### src/rtl/exec_issue_ctrl.sv
// Execute-stage issue/completion control: payload register, MEM/WB forwarding,
// start/done handshakes across NUM_FU units, kill masking and a completion watchdog.
module exec_issue_ctrl #(
    parameter int                XLEN           = 32,
    parameter int                NUM_FU         = 4,
    parameter logic [NUM_FU-1:0] KILL_MASK      = 4'b0100,
    parameter int                TIMEOUT_CYCLES = 255,
    parameter int                TO_W           = 8
) (
    input  logic              clk,
    input  logic              rst_n,
    input  logic              en,
    input  logic              clear,
    input  logic              valid_i,
    input  logic [NUM_FU-1:0] fu_sel_i,
    input  logic [4:0]        rs1_i,
    input  logic [4:0]        rs2_i,
    input  logic [XLEN-1:0]   rd_data1_i,
    input  logic [XLEN-1:0]   rd_data2_i,
    input  logic              kill_i,
    input  logic [4:0]        mem_rd_i,
    input  logic              mem_wr_en_i,
    input  logic [XLEN-1:0]   mem_data_i,
    input  logic [4:0]        wb_rd_i,
    input  logic              wb_wr_en_i,
    input  logic [XLEN-1:0]   wb_data_i,
    input  logic [NUM_FU-1:0] fu_done_i,
    output logic              valid_o,
    output logic [NUM_FU-1:0] fu_sel_o,
    output logic [XLEN-1:0]   src1_o,
    output logic [XLEN-1:0]   src2_o,
    output logic [NUM_FU-1:0] fu_start_o,
    output logic              ex_done_o,
    output logic              busy_o,
    output logic              timeout_o,
    output logic              err_o
);

    typedef enum logic [1:0] {S_IDLE, S_ISSUE, S_WAIT, S_DONE} state_e;

    localparam logic [TO_W-1:0] TO_LAST = TO_W'(TIMEOUT_CYCLES - 1);

    state_e            state_q, state_d;
    logic              valid_q;
    logic [NUM_FU-1:0] sel_q;
    logic [4:0]        rs1_q, rs2_q;
    logic [XLEN-1:0]   rd1_q, rd2_q;
    logic [XLEN-1:0]   op1_q, op1_d, op2_q, op2_d;
    logic [NUM_FU-1:0] sticky_q, sticky_d;
    logic [TO_W-1:0]   cnt_q, cnt_d;
    logic              err_q, err_d;
    logic [XLEN-1:0]   fwd1, fwd2;
    logic [NUM_FU-1:0] eff_sel, pending;

    function automatic logic [XLEN-1:0] fwd(input logic [4:0] rs,
                                            input logic [XLEN-1:0] rf);
        logic [XLEN-1:0] r;
        r = rf;
        if (rs != 5'd0) begin
            if (mem_wr_en_i && mem_rd_i == rs)     r = mem_data_i;
            else if (wb_wr_en_i && wb_rd_i == rs)  r = wb_data_i;
        end
        return r;
    endfunction

    always_ff @(posedge clk or negedge rst_n) begin
        if (!rst_n) begin
            valid_q <= 1'b0;
            sel_q   <= '0;
            rs1_q   <= '0;
            rs2_q   <= '0;
            rd1_q   <= '0;
            rd2_q   <= '0;
        end else if (clear) begin
            valid_q <= 1'b0;
            sel_q   <= '0;
        end else if (en) begin
            valid_q <= valid_i;
            sel_q   <= fu_sel_i;
            rs1_q   <= rs1_i;
            rs2_q   <= rs2_i;
            rd1_q   <= rd_data1_i;
            rd2_q   <= rd_data2_i;
        end
    end

    always_ff @(posedge clk or negedge rst_n) begin
        if (!rst_n) begin
            state_q  <= S_IDLE;
            op1_q    <= '0;
            op2_q    <= '0;
            sticky_q <= '0;
            cnt_q    <= '0;
            err_q    <= 1'b0;
        end else begin
            state_q  <= state_d;
            op1_q    <= op1_d;
            op2_q    <= op2_d;
            sticky_q <= sticky_d;
            cnt_q    <= cnt_d;
            err_q    <= err_d;
        end
    end

    always_comb begin
        fwd1     = fwd(rs1_q, rd1_q);
        fwd2     = fwd(rs2_q, rd2_q);
        eff_sel  = sel_q;
        if (state_q == S_ISSUE && kill_i) eff_sel = sel_q & ~KILL_MASK;
        pending  = eff_sel & ~(sticky_q | fu_done_i);

        state_d    = state_q;
        op1_d      = op1_q;
        op2_d      = op2_q;
        sticky_d   = sticky_q | (fu_done_i & sel_q);
        cnt_d      = cnt_q;
        err_d      = err_q;
        fu_start_o = '0;
        ex_done_o  = 1'b0;
        busy_o     = 1'b0;
        timeout_o  = 1'b0;

        unique case (state_q)
            S_IDLE: ex_done_o = 1'b1;
            S_ISSUE: begin
                busy_o     = 1'b1;
                fu_start_o = eff_sel;
                op1_d      = fwd1;
                op2_d      = fwd2;
                // killed units never start, so count them as finished
                sticky_d   = sticky_d | (sel_q & ~eff_sel);
                if (pending == '0) begin
                    ex_done_o = 1'b1;
                    state_d   = S_DONE;
                end else begin
                    state_d   = S_WAIT;
                end
            end
            S_WAIT: begin
                busy_o = 1'b1;
                if (pending == '0) begin
                    ex_done_o = 1'b1;
                    state_d   = S_DONE;
                end else if (TIMEOUT_CYCLES != 0 && cnt_q == TO_LAST) begin
                    timeout_o = 1'b1;
                    err_d     = 1'b1;
                    state_d   = S_DONE;
                end else begin
                    cnt_d = cnt_q + TO_W'(1);
                end
            end
            S_DONE: ex_done_o = 1'b1;
            default: ex_done_o = 1'b1;
        endcase

        if (clear || en) begin
            state_d  = (!clear && valid_i && fu_sel_i != '0) ? S_ISSUE : S_IDLE;
            sticky_d = '0;
            cnt_d    = '0;
            err_d    = 1'b0;
        end
    end

    assign valid_o  = valid_q;
    assign fu_sel_o = sel_q;
    assign err_o    = err_q;
    assign src1_o   = (state_q == S_WAIT || state_q == S_DONE) ? op1_q : fwd1;
    assign src2_o   = (state_q == S_WAIT || state_q == S_DONE) ? op2_q : fwd2;

endmodule
### config.mk
export PLATFORM = sky130hd
export DESIGN_NAME = exec_issue_ctrl
export DESIGN_NICKNAME = d
export VERILOG_FILES = /design/src/rtl/exec_issue_ctrl.sv
export SDC_FILE = /design/constraint.sdc
export NUM_CORES = 1
export LEC_CHECK = 0
export ABC_AREA = 1
export CORE_MARGIN = 4
export CORE_UTILIZATION = 42
export CTS_CLUSTER_DIAMETER = 40
export DETAILED_ROUTE_END_ITERATION = 8
export HOLD_SLACK_MARGIN = 0.12
export PLACE_DENSITY = 0.78
export SETUP_SLACK_MARGIN = 0.02
export SYNTH_ARGS = -nofsm -noshare
export SYNTH_HDL_FRONTEND = slang
export SYNTH_SLANG_ARGS = --single-unit
### constraint.sdc
create_clock -name clk -period 5.3 [get_ports clk]
set_input_delay 1.06 -clock clk [delete_from_list [all_inputs] [get_ports clk]]
set_output_delay 1.06 -clock clk [all_outputs]
set_load 0.005 [all_outputs]
* Word level (Yosys, flattened, before mapping) *
Cells that the tools add are included.

storage, ports and cells
  output and inout bits = 77
  register bits = 158
  word-level logic and storage cells = 94
  input port bits = 164

cells by class
  add/subtract/negate cells = 1
  bitwise operators = 9
  eq/ne operators = 11
  reductions and logical operators = 25
  multiplexer cells = 36

operators by type and width
  kind                                                                     count
  32-bit 2-to-1 mux                                                        8
  8-bit 2-to-1 mux                                                         4
  5-bit equality test                                                      4
  4-bit 2-to-1 mux                                                         5
  1-bit 2-to-1 mux                                                         13
  4-bit AND                                                                3
  4-bit bitwise OR                                                         3
  5-bit nonzero test                                                       2
  8-bit by 1-bit adder with 8-bit output, second input constant            1
  8-bit equality test, second input constant                               1
  4-bit NOT                                                                2
  1-bit logical AND                                                        7
  2-bit 2-to-1 mux                                                         3
  3-bit AND reduction                                                      2
  2-bit nonzero test                                                       3
  2-bit equality test, second input constant                               2
  4-bit zero test                                                          1
  2-bit by 1-bit inequality test with 1-bit output, second input constant  2
  4-bit inequality test, second input constant                             1
  2-bit case mux with 2 select lines                                       1
  2-bit AND reduction                                                      2
  4-bit nonzero test                                                       1
  2-bit OR reduction                                                       2
  3-bit 2-to-1 mux                                                         1
  other kinds (7)                                                          8

* Longest topological paths before layout *
Gate-level depths: netlist (run 1).

  depth after elaboration = 8
  mapped depth = 13
  mapped depth without buffers = 12

* Least setup slack after synthesis (run 1) *
Ideal clock, no wire load.

  kind = input to output
  from = in mem_rd_i[4]
  to = out src2_o[24]
  data arrival time = 2,033 ps
  path buffers = 2
  stages on the path = 11
  data required time = 4,240 ps
  path slack = 2,207 ps
  path through = inv_1 -> nand2_1 -> nand2_1 -> nor2_1 -> nand3_1 -> buf_4 -> clkbuf_1 -> o21ai_0 -> nand2_1 -> nand3_1 -> o21ai_1

on the way
  longest elaborated chain between the ends = 5

ends and longest elaborated chain
  what                 line  text
  start: declaration   21    input logic [4:0] mem_rd_i,
  5-bit equality test  60    if (mem_wr_en_i && mem_rd_i == rs) r = mem_data_i;
  1-bit logical AND    60
  32-bit 2-to-1 mux    60
  32-bit 2-to-1 mux    59    if (rs != 5'd0) begin
  32-bit 2-to-1 mux    168   assign src2_o = (state_q == S_WAIT || state_q == S_DONE) ? op2_q : fwd2;
  end: declaration     31    output logic [XLEN-1:0] src2_o,

No other way between the ends.

* Worst setup path after layout (run 1) *
  from = in mem_rd_i[3]
  to = out src2_o[17]

Same word-level chain as after synthesis.

==> summary.md, run 1 <==
| Metric | Value |
|---|---|
| Run status | `finished clean` |
| Internal power | `approximately 2.8 mW` |
| Tcrit/Tclk final | `87.39%` |
| Worst Clk Skew | `0.008240 ns` |
| Post-Syn Area per Cell | `6.527 um2` |
| TritonCTS Buffers | `17` |
| CTS Hold Bufs | `0` |
| Crit path required time | `between 4 and 5 ns` |
| Final WS setup | `0.6683 ns` |
| H-tree depth | `4` |
| Worst path cell trace | `clkdlybuf4s50_1, inv_1, nand2_1, nand2_1, nor2_1, nand3_2, buf_4, nand2_1, nand2_1, buf_4, nand2_1, nand3_1, o21ai_0, clkdlybuf4s50_1` |
| DP Wirelength | `23210 um` |
| Psw | `1.352 mW` |
| Combined buffer and inverter count along the critical path | `5` |
| Clock share of power | `30.4%` |
| Post-route DRC | `0` |
| Actual slew at the worst max-slew pin | `~1.2 ns` |
| Placed Area | `11960 um2` |
| Hold Crit Class | `reg -> reg` |
| Net Sw Frac | `between 30 and 40%` |
| Combinational power share | `31.3%` |
| RSZ-0062 raised after global routing | `false` |
| Synth warnings | `0` |
| Die area | `24800 um2` |
| Synth cell count leaders | `nand2_1 (449), inv_1 (203), o21ai_0 (174), nand3_1 (170), dfrtp_1 (158)` |
| Most common cell on crit path | `nand2_1` |
| FFs w/ async S/R, synth | `100.0%` |
| Synth area leaders | `dfrtp_1 (42%), nand2_1 (18%), o21ai_0 (9.3%), nand3_1 (9.1%), inv_1 (8.1%)` |
| CTS root buffer | `clkbuf_16` |
| Post-Route Setup TNS | `0 ns` |
| Final Hold Vio Count | `0` |
| Reg power frac | `38.3%` |
| Clk slew on worst S/H paths | `0.07 ns` |
| Netlist cell types | `28` |
| Worst Setup End Kind | `primary output` |
| Setup Crit Path Kind | `in -> out` |
| Routed WL | `31830 um` |
| GPL Wtd Cong | `0.9238` |
| Syn_nets | `about 1600` |
| Fmax | `about 220 MHz` |
| Clk sinks | `158` |
| Largest net degree at the start of global routing | `96` |
| Die Wd | `~160 um` |
| DRT iter0 DRCs | `813` |
| Vias in the first global route | `9234` |
| Top-area cell type share of the netlist area | `42.13%` |
| Post-Syn Instances | `1438` |
| Max_cap viols | `0` |
| Total gr overflow | `0` |
| Detailed Routing Iterations Pass 1 | `6` |
| Die Y | `157.5 um` |
| First-pass GRT wire length | `roughly 50000 um` |
| Post-synth top area cell | `dfrtp_1` |
| Most common cell in the netlist | `nand2_1` |
| Initial antenna violation count | `1` |
| CP peak stage delay | `0.58 ns` |
| Sequential area share after synthesis | `42.13%` |
| Initial Util | `about 43%` |
| PwrDens | `327.6 nW/um2` |
| Via count | `9837` |
| Synthesized area | `between 9000 and 10000 um2` |
| ANT nets after route | `0` |
| Startpoint Class | `input pin` |
| Cell area after layout | `12550 um2` |
| Crit-path leading delay family | `buffers and inverters` |
| Slew margin rel. | `roughly 17%` |
| Yosys reg bits | `158` |
| Post-Place Setup Slack | `0.6995 ns` |
| Layout cells sized above 1 | `3.706%` |
| Core Area | `21890 um2` |
| CTS tree | `yes` |
| Critical Path Slowest Stage Cell | `clkdlybuf4s50_1` |
| Layout Nets | `1802` |
| Max clock buf depth | `2` |
| Period minus WS final | `4.632 ns` |
| VDD IR max | `0.1795 mV` |
| DR vias/cell | `about 5.1` |
| Final setup viols | `0` |
| Wire per inst | `16.51 um` |
| PortBufs | `240` |
| Arr. time, crit path | `roughly 3.6 ns` |
| Max-slew violation count | `0` |
| IO Pins | `241` |
| Setup Fix Bufs, Post-CTS | `0` |
| Global Route Usage Sum | `25.63%` |
| Post-synth EDFFs | `0` |
| Cell Rows | `54` |
| Synth-to-layout area growth | `33.77%` |
| Clk_lat worst skew | `0.43 ns` |
| Dominant synthesized flop cell | `dfrtp_1` |
| Leak Pwr | `6.369 nW` |
| Worst-path maximum fanout | `33` |
| Cts repair resizes | `0` |
worst min-delay path: stages, from the launching register on:
cell and delay [ns]:
dfrtp_1 0.35, nand2_1 0.05, nand2_1 0.05
worst paths after layout:
path                             startpoint          to  slack, ns  depth (start not counted)
worst max register to register   state_q[1]  state_q[1]       3.04                         11
worst min-delay path              op2_q[21]   op2_q[21]       0.48                          2
max in group asynchronous             rst_n    rd1_q[9]       3.47                          2
min in group asynchronous             rst_n    rd2_q[3]       0.64                          1
worst min register to register    op2_q[21]   op2_q[21]       0.48                          2
worst max-delay path            mem_rd_i[3]  src2_o[17]       0.67                         14
power groups by stage:
stage                     Clock, mW  Combinational (mW)  Sequential, mW
after global routing           1.33                1.45            1.60
after CTS                      1.27                1.29            1.57
final                          1.25                1.29            1.58
after global placement            0                1.26            1.58
after floorplan                   0               0.656            1.56
after detailed placement          0                1.28            1.59
cell usage in the layout, fill, tap and decap left out, types with 2 or more instances in the layout:
cell | netlist | layout
nand2_1 | 449 | 449
clkdlybuf4s50_1 | 0 | 239
inv_1 | 203 | 203
o21ai_0 | 174 | 174
nand3_1 | 170 | 168
dfrtp_1 | 158 | 158
nor2_1 | 157 | 154
clkbuf_16 | 0 | 17
buf_4 | 2 | 14
o21ai_1 | 11 | 11
nor3_1 | 5 | 5
inv_2 | 4 | 4
nand4_1 | 4 | 4
o22ai_1 | 4 | 4
ha_1 | 5 | 4
inv_6 | 0 | 4
xor2_1 | 3 | 3
clkinv_2 | 0 | 3
diode_2 | 0 | 2
a22oi_1 | 2 | 2
nor2_4 | 0 | 2
nand3_2 | 0 | 2
nor2_2 | 1 | 2
bufinv_16 | 0 | 2
inv_8 | 0 | 2
clkinv_4 | 0 | 2
layer usage:
metal | wire [um] | vias up | GRT usage, %
met5 | 0 | - | 0
met4 | 911 | 0 | 8.972
met3 | 1996 | 65 | 4.234
met2 | 14160 | 395 | 38.71
met1 | 14760 | 4530 | 37.31
li1 | - | 4847 | -
registers in the layout, summed over array words and instances, names as in the netlist:
register  flops
cnt_q         8
err_o         1
fu_sel_o      4
op1_q        32
op2_q        32
rd1_q        32
rd2_q        32
rs1_q         5
rs2_q         5
state_q       2
sticky_q      4
valid_o       1
per-stage QoR:
stage	hold slack, ns	total power, mW	cells	utilization, %
finish	0.4814	4.113	1928	57.35
global route	0.5018	4.375	1927	57.34
CTS	0.4823	4.134	1926	57.33
detailed placement	0.4650	2.876	1894	54.65
global placement	0.4614	2.846	1894	54.65
floorplan	0.4492	2.220	1438	-
cell families (layout without fill, tap and decap cells):
kind of cell,Yosys count,count (layout),synth area share [%]
and+or+nand+nor,790,790,34.29
xor gates and xnor gates,4,4,0.3734
AOI/OAI and AO/OA,193,193,10.47
muxes,1,1,0.1200
DFF,158,158,42.13
buffers and inverters,287,495,11.96
other,0,2,0
adders and majority gates,5,5,0.6666
final cells by class:
class                      instances  area, um2
antenna                            2      5.005
clock buffer                      18      429.2
inverter                         208      780.7
timing repair buffer             255       2529
sequential                       158       3954
fill                            2094       9336
tap                              280      350.3
multi-input combinational        993       4349
clock inverter                    14      157.7
(Power assumes the default switching activity.)
==> run 2: changes to the inputs <==
CTS_CLUSTER_SIZE = 40   (was unset)
HOLD_SLACK_MARGIN = 0.08   (was 0.12)
==> results of run 2 <==
The final DEF is identical to that of run 1; final timing and power are the same.
==> run 3: changes to the inputs <==
CTS_BUF_LIST = sky130_fd_sc_hd__clkbuf_16   (was unset)
CTS_CLUSTER_DIAMETER = 50   (was 40)
clock period = 5.28 ns   (was 5.3 ns; I/O delays follow)
==> summary.md, run 3 (synthesis gave the netlist of run 1 again) <==
| Metric | Value |
|---|---|
| Run status | `finished clean` |
| Worst Clk Skew | `0.01279 ns (+0.004552 ns)` |
| R2R setup slack | `3.10 ns (+0.06 ns)` |
| Layout Nets | `1800 (-0.11%)` |
| Worst Setup End Kind | `primary output` |
| Routed WL | `31670 um (-0.51%)` |
| Most frequent cells in the layout | `nand2_1 (449), clkdlybuf4s50_1 (239), inv_1 (204), o21ai_0 (174), nand3_1 (168)` |
| Overall power | `4.198 mW (+2.1%)` |
| ANT nets after route | `0 (unchanged)` |
| Min-Delay Path Depth | `2 (unchanged)` |
| DRT iter0 DRCs | `856 (+5.3%)` |
| Vias in the first global route | `9022 (-2.3%)` |
| Die Y | `157.5 um (unchanged)` |
| Via count | `9860 (+0.23%)` |
| Clk sinks | `158 (unchanged)` |
| Cell Rows | `54 (unchanged)` |
| Hold Crit Start | `op1_q[18]` |
| H-tree depth | `4 (unchanged)` |
| Global Route Usage Sum | `25.16% (-0.47 points)` |
| Initial Util | `42.87% (unchanged)` |
| CP peak stage delay | `0.55 ns (-0.03 ns)` |
| First-pass GRT wire length | `48810 um (-2.6%)` |
| DR vias/cell | `5.106 (about the same)` |
| Internal power | `2.826 mW (+2.4%)` |
| TritonCTS Buffers | `17 (unchanged)` |
| Leak Pwr | `6.385 nW (+0.25%)` |
| Net Sw Frac | `32.68% (-0.20 points)` |
| Most common cell on crit path | `nand2_1` |
| RSZ-0062 raised after global routing | `false` |
| Largest net degree at the start of global routing | `153 (+59%)` |
| Crit-path leading delay family | `simple AND/OR/NAND/NOR gates` |
| PortBufs | `240 (unchanged)` |
| VDD IR max | `0.1887 mV (+5.2%)` |
| R2r endpoint | `op1_q[22]` |
| Detailed Routing Iterations Pass 1 | `5 (-1)` |
| Reg power frac | `37.7% (-0.6 points)` |
| Initial antenna violation count | `7 (+6)` |
| Synth-to-layout area growth | `34.37%` |
| Die Wd | `157.5 um (unchanged)` |
| Post-Route Setup TNS | `0 ns (unchanged)` |
| Worst Hold End | `op1_q[18]` |
| Fmax | `207.3 MHz` |
| Tcrit/Tclk final | `91.35%` |
| GPL Wtd Cong | `0.9453 (+2.3%)` |
| Final Hold Vio Count | `0 (unchanged)` |
| Max clock buf depth | `2 (unchanged)` |
| Worst R2R Path Depth | `10 (-1)` |
| Setup Crit Path Kind | `in -> out` |
| Commonest non-fill, non-tap cell in the layout | `nand2_1` |
| Setup Fix Bufs, Post-CTS | `0 (unchanged)` |
| Cell area after layout | `12610 um2 (+0.45%)` |
| Core Util, Final | `57.61% (+0.26 points)` |
| Cts repair resizes | `0 (unchanged)` |
| DP Wirelength | `22910 um (-1.3%)` |
| IO Pins | `241 (unchanged)` |
| Combinational power share | `30.8% (-0.5 points)` |
| Clk_lat worst skew | `0.42 ns (about the same)` |
| PwrDens | `332.9 nW/um2 (+1.6%)` |
| Layout cells sized above 1 | `3.589% (-0.12 points)` |
| Startpoint Class | `input pin` |
| CTS tree | `yes` |
| Max_cap viols | `0 (unchanged)` |
| Hold Crit Class | `reg -> reg` |
| Crit path required time | `4.22 ns (-0.02 ns)` |
| Total gr overflow | `0 (unchanged)` |
| Period minus WS final | `4.823 ns` |
| Max-slew violation count | `0 (unchanged)` |
| Worst-path maximum fanout | `32 (-3.0%)` |
| Die area | `24800 um2 (unchanged)` |
| Core Area | `21890 um2 (unchanged)` |
| Clock share of power | `31.6% (+1.2 points)` |
| Arr. time, crit path | `3.77 ns (+0.20 ns)` |
| Placed Area | `11970 um2 (about the same)` |
| Clk slew on worst S/H paths | `0.07 ns (about the same)` |
| Combined buffer and inverter count along the critical path | `3 (-2)` |
| Critical Path Slowest Stage Cell | `clkdlybuf4s50_1` |
| CTS root buffer | `clkbuf_16` |
| Worst path cell trace | `clkdlybuf4s50_1, inv_1, nand2_1, nand2_1, nor2_1, nand3_2, nand2_1, nand2_2, nand2_1, nand3_1, nand2_1, clkdlybuf4s50_1` |
| Psw | `1.372 mW (+1.5%)` |
| Wire per inst | `16.40 um (-0.67%)` |
| Slew margin rel. | `18.69% (+1.9 points)` |
| Post-route DRC | `0 (unchanged)` |
| CTS Hold Bufs | `0 (unchanged)` |
| R2r startpoint | `rs1_q[0]` |
| Final setup viols | `0 (unchanged)` |
| Actual slew at the worst max-slew pin | `1.218 ns (-0.02861 ns)` |
run 3: cell count changes in the layout (fill, tap and decap cells not counted), moves of 2 or more:
cell / before / now
buf_4: 14 / 10
inv_6: 4 / 6
buf_12: 1 / 3
clkinv_2: 3 / 0
diode_2: 2 / 7
clkinv_4: 2 / 0
run 3: through the flow:
stage | instances | setup WS [ns] | hold WS (ns)
after floorplan | 1438 | 2.195 | 0.4492
after global placement | 1892 | 0.5555 | 0.4621
after detailed placement | 1892 | 0.5350 | 0.4655
after CTS | 1924 | 0.4983 | 0.4828
after global routing | 1929 | 0.2513 | 0.5002
final | 1931 | 0.4566 | 0.4800
run 3: worst reg2reg max path: stages, from the launching register on:
cell	delay, ns
dfrtp_1	0.45
inv_2	0.09
nand2_1	0.06
o21ai_1	0.06
nor2_1	0.14
nand3_2	0.26
nand2_1	0.18
nand2_2	0.40
nand2_1	0.29
nand3_1	0.10
nand2_1	0.08
run 3: power groups by stage:
stage,combinational (mW),sequential [mW],clock (mW)
floorplan,0.658,1.57,0
global placement,1.26,1.59,0
detailed placement,1.29,1.60,0
CTS,1.30,1.58,1.34
global route,1.45,1.61,1.39
finish,1.29,1.58,1.33
run 3: layer usage:
metal / vias to the layer above / wire (um) / track usage [%] / share of wire [%]
met5: - / 27 / 0 / 0.085
met4: 4 / 906 / 10.12 / 2.9
met3: 52 / 2269 / 4.014 / 7.2
met2: 391 / 14040 / 37.29 / 44
met1: 4559 / 14420 / 36.77 / 46
li1: 4854 / - / - / -
run 3: worst max-delay path by stage:
stage           startpoint    endpoint  cells after the start
3_3_place_gp   mem_rd_i[3]  src1_o[26]                     12
6_report       mem_rd_i[0]  src1_o[22]                     12
2_1_floorplan  mem_rd_i[4]  src2_o[24]                     11
5_1_grt        mem_rd_i[0]  src1_o[12]                     12
4_1_cts        mem_rd_i[3]  src1_o[22]                     12
3_5_place_dp   mem_rd_i[3]  src1_o[22]                     12
run 3: area by class of cell:
class | count | area (um2)
fillers | 2081 | 9280
multi-input cells | 993 | 4349
flip-flops and latches | 158 | 3954
repair buffers | 253 | 2539
inverters | 208 | 780.7
clock buffers | 17 | 425.4
well taps | 280 | 350.3
clock inverters | 15 | 195.2
diodes | 7 | 17.52
